--- config.mk ---
export PLATFORM = sky130hd
export DESIGN_NAME = demux_1to4_reg
export DESIGN_NICKNAME = d
export VERILOG_FILES = /design/src/rtl/demux_1to4_reg.sv
export SDC_FILE = /design/constraint.sdc
export NUM_CORES = 1
export LEC_CHECK = 0
export CAP_MARGIN = 20
export CORE_AREA = 3 3 122 101
export DETAILED_ROUTE_END_ITERATION = 16
export DIE_AREA = 0 0 125 104
export PLACE_DENSITY = 0.63
export SYNTH_ARGS = -nofsm -noshare
export SYNTH_HDL_FRONTEND = slang
export SYNTH_SLANG_ARGS = --single-unit
--- constraint.sdc ---
create_clock -name clk -period 3.6 [get_ports clk]
set_input_delay 0.36 -clock clk [delete_from_list [all_inputs] [get_ports clk]]
set_output_delay 0.36 -clock clk [all_outputs]
set_load 0.01 [all_outputs]
--- src/rtl/demux_1to4_reg.sv ---
// Purpose : registered 1-to-4 sample demux with a blanking window after each select change.
// Latency : 1 cycle from in_data/in_valid to outN/out_valid.
// Backpres: none; samples arriving during the blanking window are dropped and counted.
//
// Ports
//   clk, reset          rising-edge clock, synchronous active-high reset
//   in_data, in_valid   input sample stream
//   s, s_load           requested destination (00->out1 .. 11->out4) and its capture strobe
//   out1..out4          per-destination data registers (hold when not routed)
//   out_valid[4:1]      one-hot 1-cycle pulse marking the destination updated this cycle
//   active_sel[2:1]     select currently applied to the stream
//   guard               high while samples are being blanked
//   drop_cnt[7:0]       saturating count of blanked samples
module demux_1to4_reg #(
    parameter int WIDTH        = 16,
    parameter int GUARD_CYCLES = 2
) (
    input  logic             clk,
    input  logic             reset,
    input  logic [WIDTH-1:0] in_data,
    input  logic             in_valid,
    input  logic [2:1]       s,
    input  logic             s_load,
    output logic [WIDTH-1:0] out1,
    output logic [WIDTH-1:0] out2,
    output logic [WIDTH-1:0] out3,
    output logic [WIDTH-1:0] out4,
    output logic [4:1]       out_valid,
    output logic [2:1]       active_sel,
    output logic             guard,
    output logic [7:0]       drop_cnt
);

    localparam logic [7:0] GUARD_LD = 8'(GUARD_CYCLES);

    typedef enum logic {
        ST_RUN   = 1'b0,
        ST_GUARD = 1'b1
    } state_t;

    state_t           state_q, state_d;
    logic [7:0]       ctr_q, ctr_d;
    logic [1:0]       sel_q, sel_d;
    logic [WIDTH-1:0] out_q [4];
    logic [WIDTH-1:0] out_d [4];
    logic [3:0]       vld_q, vld_d;
    logic [7:0]       drop_q, drop_d;
    logic             sel_change;

    // A load that re-requests the current destination is a no-op, not a switch.
    assign sel_change = s_load && (s != sel_q);

    // State register plus all datapath registers.
    always_ff @(posedge clk) begin
        if (reset) begin
            state_q <= ST_RUN;
            ctr_q   <= 8'd0;
            sel_q   <= 2'b00;
            vld_q   <= 4'b0000;
            drop_q  <= 8'd0;
            for (int i = 0; i < 4; i++) begin
                out_q[i] <= '0;
            end
        end else begin
            state_q <= state_d;
            ctr_q   <= ctr_d;
            sel_q   <= sel_d;
            vld_q   <= vld_d;
            drop_q  <= drop_d;
            for (int i = 0; i < 4; i++) begin
                out_q[i] <= out_d[i];
            end
        end
    end

    // Next-state: select capture and blanking-window counter.
    always_comb begin
        state_d = state_q;
        ctr_d   = ctr_q;
        sel_d   = sel_q;
        case (state_q)
            ST_RUN: begin
                if (sel_change) begin
                    sel_d = s;
                    if (GUARD_LD != 8'd0) begin
                        state_d = ST_GUARD;
                        ctr_d   = GUARD_LD;
                    end
                end
            end
            ST_GUARD: begin
                if (sel_change) begin
                    // Another switch mid-window restarts the full window.
                    sel_d = s;
                    ctr_d = GUARD_LD;
                end else if (ctr_q <= 8'd1) begin
                    // Last blanked cycle: ctr counts GUARD_CYCLES..1.
                    state_d = ST_RUN;
                    ctr_d   = 8'd0;
                end else begin
                    ctr_d = ctr_q - 8'd1;
                end
            end
            default: begin
                state_d = ST_RUN;
                ctr_d   = 8'd0;
            end
        endcase
    end

    // Output/datapath: routing uses the select in force this cycle, so a sample
    // arriving with a select load still goes to the old destination.
    always_comb begin
        out_d  = out_q;
        vld_d  = 4'b0000;
        drop_d = drop_q;
        if (in_valid) begin
            if (state_q == ST_RUN) begin
                out_d[sel_q] = in_data;
                vld_d[sel_q] = 1'b1;
            end else if (drop_q != 8'hFF) begin
                drop_d = drop_q + 8'd1;
            end
        end
    end

    assign out1       = out_q[0];
    assign out2       = out_q[1];
    assign out3       = out_q[2];
    assign out4       = out_q[3];
    assign out_valid  = vld_q;
    assign active_sel = sel_q;
    assign guard      = (state_q == ST_GUARD);
    assign drop_cnt   = drop_q;

endmodule

==> results.cfg <==
[yosys]
synth_edf_count = 0
synthMuxAreaShare_pct = 1.54
syn_inst = 400
synth_compound_area_share_pct = 13.4
synth-simple-area-share_pct = 25.2
synthArstFlopShare_pct = 0
synthesis.nets = 425
synth-xor-area-share_pct = 2.11
postSynthAreaPerCell_um2 = 8.31
synth_cell_type_count = 39
synth_area_mm2 = 0.00332
ys_warn_count = 0
ys_seq_area_share_pct = 52.4
synthAdderAreaFrac_pct = 1.13
synth_top_family_by_area = simple AND/OR/NAND/NOR gates
ys_seq_elements = 87
synth_flop_cell = dfxtp_1

[floorplanning]
coreArea_mm2 = 0.0113
rows = 35
io_pins = 101
start_util_pct = 29.4
fp.dieH_um = 104
die_x_um = 125
die_area_mm2 = 0.0130

[layout]
synthToLayoutAreaGrowth_pct = 40.7
antenna_cells = 0
nets = 515
drive_above_1_share_pct = 6.06
fin_area_mm2 = 0.00467
fin_cells = 643

[flow_run]
drv_cap = 0

[routing]
postRouteWirelength_mm = 9.20
drt_iter0_drc = 246
wl_per_cell_um = 14.3
viasPerCell = 4.65
ant_nets = 0
drc = 0
dr.pass1.iters = 4
highest-signal-layer = met4
dr_wl_met2_mm = 4.08
vias = 2992
met3_length_um = 723
drt-met1-wl_mm = 4.26

[clock_network]
clk_pin_slew_ns = 0.06
post_cts_buffers = 0
holdBufCountCts = 0
worstSkewPairLatency_ns = 0.33
cts.sinks = 87
numCtsBuffers = 9
cts.root.buffer_cell = clkbuf_16
tritoncts = yes
cts.htree.levels = 3
cts_max_path_buffers = 2
cts_resized = 0

[timing]
rsz0062_at_grt = false
worst_pin_slew_ns = 0.750
timing.fmax_mhz = 547
finalHoldViolations = 0
maxSlewViolCount = 0
whs_ns = 0.451
period_share_pct = 50.8
setup_violations = 0
fin_skew_ns = 0.00759
finalSetupTns_ns = 0
slew_headroom_pct = 50.0
finalCriticalPeriod_ns = 1.83

[worst_hold_path]
hp-class = reg -> reg
hold_depth = 2
min-delay-start = out4[7]
min_to = out4[7]

[critical_path]
start_kind = flip-flop
r2r-start = guard
crit_chain = clkdlybuf4s50_1
cp-end-kind = primary output
cpMaxStageDelayCell = clkdlybuf4s50_1
ff2ff_setup_slack_ns = 1.87
rr_endpoint = out2[15]
path_class = reg -> out
cp_data_arrival_time_ns = 1.47
r2r_cells = 4
path_buf_inv = 1
cp_max_fo = 11
cp_data_required_time_ns = 3.24
critical-path-top-delay-family = buffers and inverters
cpPeakStageDelay_ns = 0.61

[placed_design]
io_buffers = 100
globalplace.congestion = 0.815
placed_area_mm2 = 0.00439
dp.cells = 627
dpl.hpwl_mm = 6.64

[grt]
antenna_found_initial = 0
grt_pass1_vias = 2966
grt_overflow = 0
grt_pass1_wl_mm = 15.2
grt_max_degree = 43
grt_usage_pct = 14.5

[pwr]
cellPowerDensity_mw_per_mm2 = 451
finalPower_mw = 2.11
p_leak_nw = 1.58
ir_drop_mv = 0.202

[outcome]
status = finished clean
==> flip-flops by register name (all words and copies together), names as in the netlist <==
signal	count
out4	16
out3	16
guard	1
out1	16
active_sel	2
drop_cnt	8
out_valid	4
ctr_q	8
out2	16
==> layer usage <==
metal / GRT usage [%] / vias up
li1: - / 1499
met1: 19.2 / 1394
met2: 21.8 / 87
met3: 5.70 / 12
met4: 4.10 / 0
met5: 0 / -
==> Yosys cell counts, drive strengths merged, types with 2 or more instances <==
library cell / count / area share [%]
nand3: 3 / 0.45
mux2i: 4 / 1.2
xnor2: 6 / 1.6
xor2: 2 / 0.53
or3: 7 / 1.3
and2: 2 / 0.38
clkbuf: 9 / 1.0
nor2: 20 / 2.4
nor3b: 2 / 0.75
dfxtp: 87 / 52
nor3: 3 / 0.45
a2111oi: 2 / 1.3
nand2: 140 / 16
nand2b: 4 / 0.75
a21oi: 72 / 11
inv: 5 / 0.56
buf: 13 / 2.6
a211oi: 2 / 0.45
ha: 3 / 1.1
==> cell families after synthesis <==
logic type               after synthesis
AO/OA/AOI/OAI                         80
buffers and inverters                 27
flip-flops                            87
XOR/XNOR                               8
adder cells (fa/ha/maj)                3
AND/OR/NAND/NOR                      190
multiplexers                           5
==> power by group <==
part	total [mW]	leakage, nW	internal [mW]	switching (mW)
sequential	1.02	0.705	0.994	0.0240
combinational	0.218	0.734	0.101	0.117
clock	0.873	0.142	0.504	0.369
==> cell usage in the layout (no fill, tap or decap), types with 2 or more instances in the layout <==
cell type / synthesis / final
nand3_1: 3 / 3
clkdlybuf4s50_1: 0 / 99
nand2_1: 139 / 139
xor2_1: 2 / 2
nor2_2: 2 / 2
dfxtp_1: 87 / 87
a211oi_1: 2 / 2
mux2i_1: 4 / 4
xnor2_1: 6 / 6
a21oi_1: 72 / 72
nor2_1: 18 / 18
nand2b_1: 4 / 4
clkinv_2: 0 / 3
and2_1: 2 / 2
inv_1: 4 / 4
nor3b_2: 2 / 2
or3_1: 7 / 7
clkbuf_16: 0 / 9
ha_1: 3 / 3
clkbuf_8: 0 / 2
nor3_1: 3 / 3
==> layout make-up <==
| class | instances | area [µm²] |
|---|---|---|
| multi-input combinational | 286 | 1440 |
| tap | 148 | 185 |
| timing repair buffer | 101 | 1000 |
| clock buffer | 11 | 253 |
| clock inverter | 5 | 31.3 |
| inverter | 5 | 18.8 |
| sequential | 87 | 1740 |
| fill | 1132 | 6620 |
==> per-stage QoR <==
stage / setup WS (ns) / util, %
after detailed placement: 1.43 / 38.9
after floorplan: 2.10 / -
after CTS: 1.74 / 41.4
after global placement: 1.51 / 38.9
final: 1.77 / 41.4
after global routing: 1.64 / 41.4
==> worst max-delay path by stage <==
| stage | startpoint | to | slack, ns | cells after the start |
|---|---|---|---|---|
| 5_1_grt | in_valid | out1[1] | 1.64 | 5 |
| 2_1_floorplan | drop_cnt[0] | drop_cnt[5] | 2.10 | 5 |
| 3_5_place_dp | in_valid | out1[9] | 1.43 | 5 |
| 4_1_cts | guard | guard | 1.74 | 1 |
| 6_report | guard | guard | 1.77 | 1 |
| 3_3_place_gp | in_valid | out1[9] | 1.51 | 5 |
(Power assumes the default switching activity.)
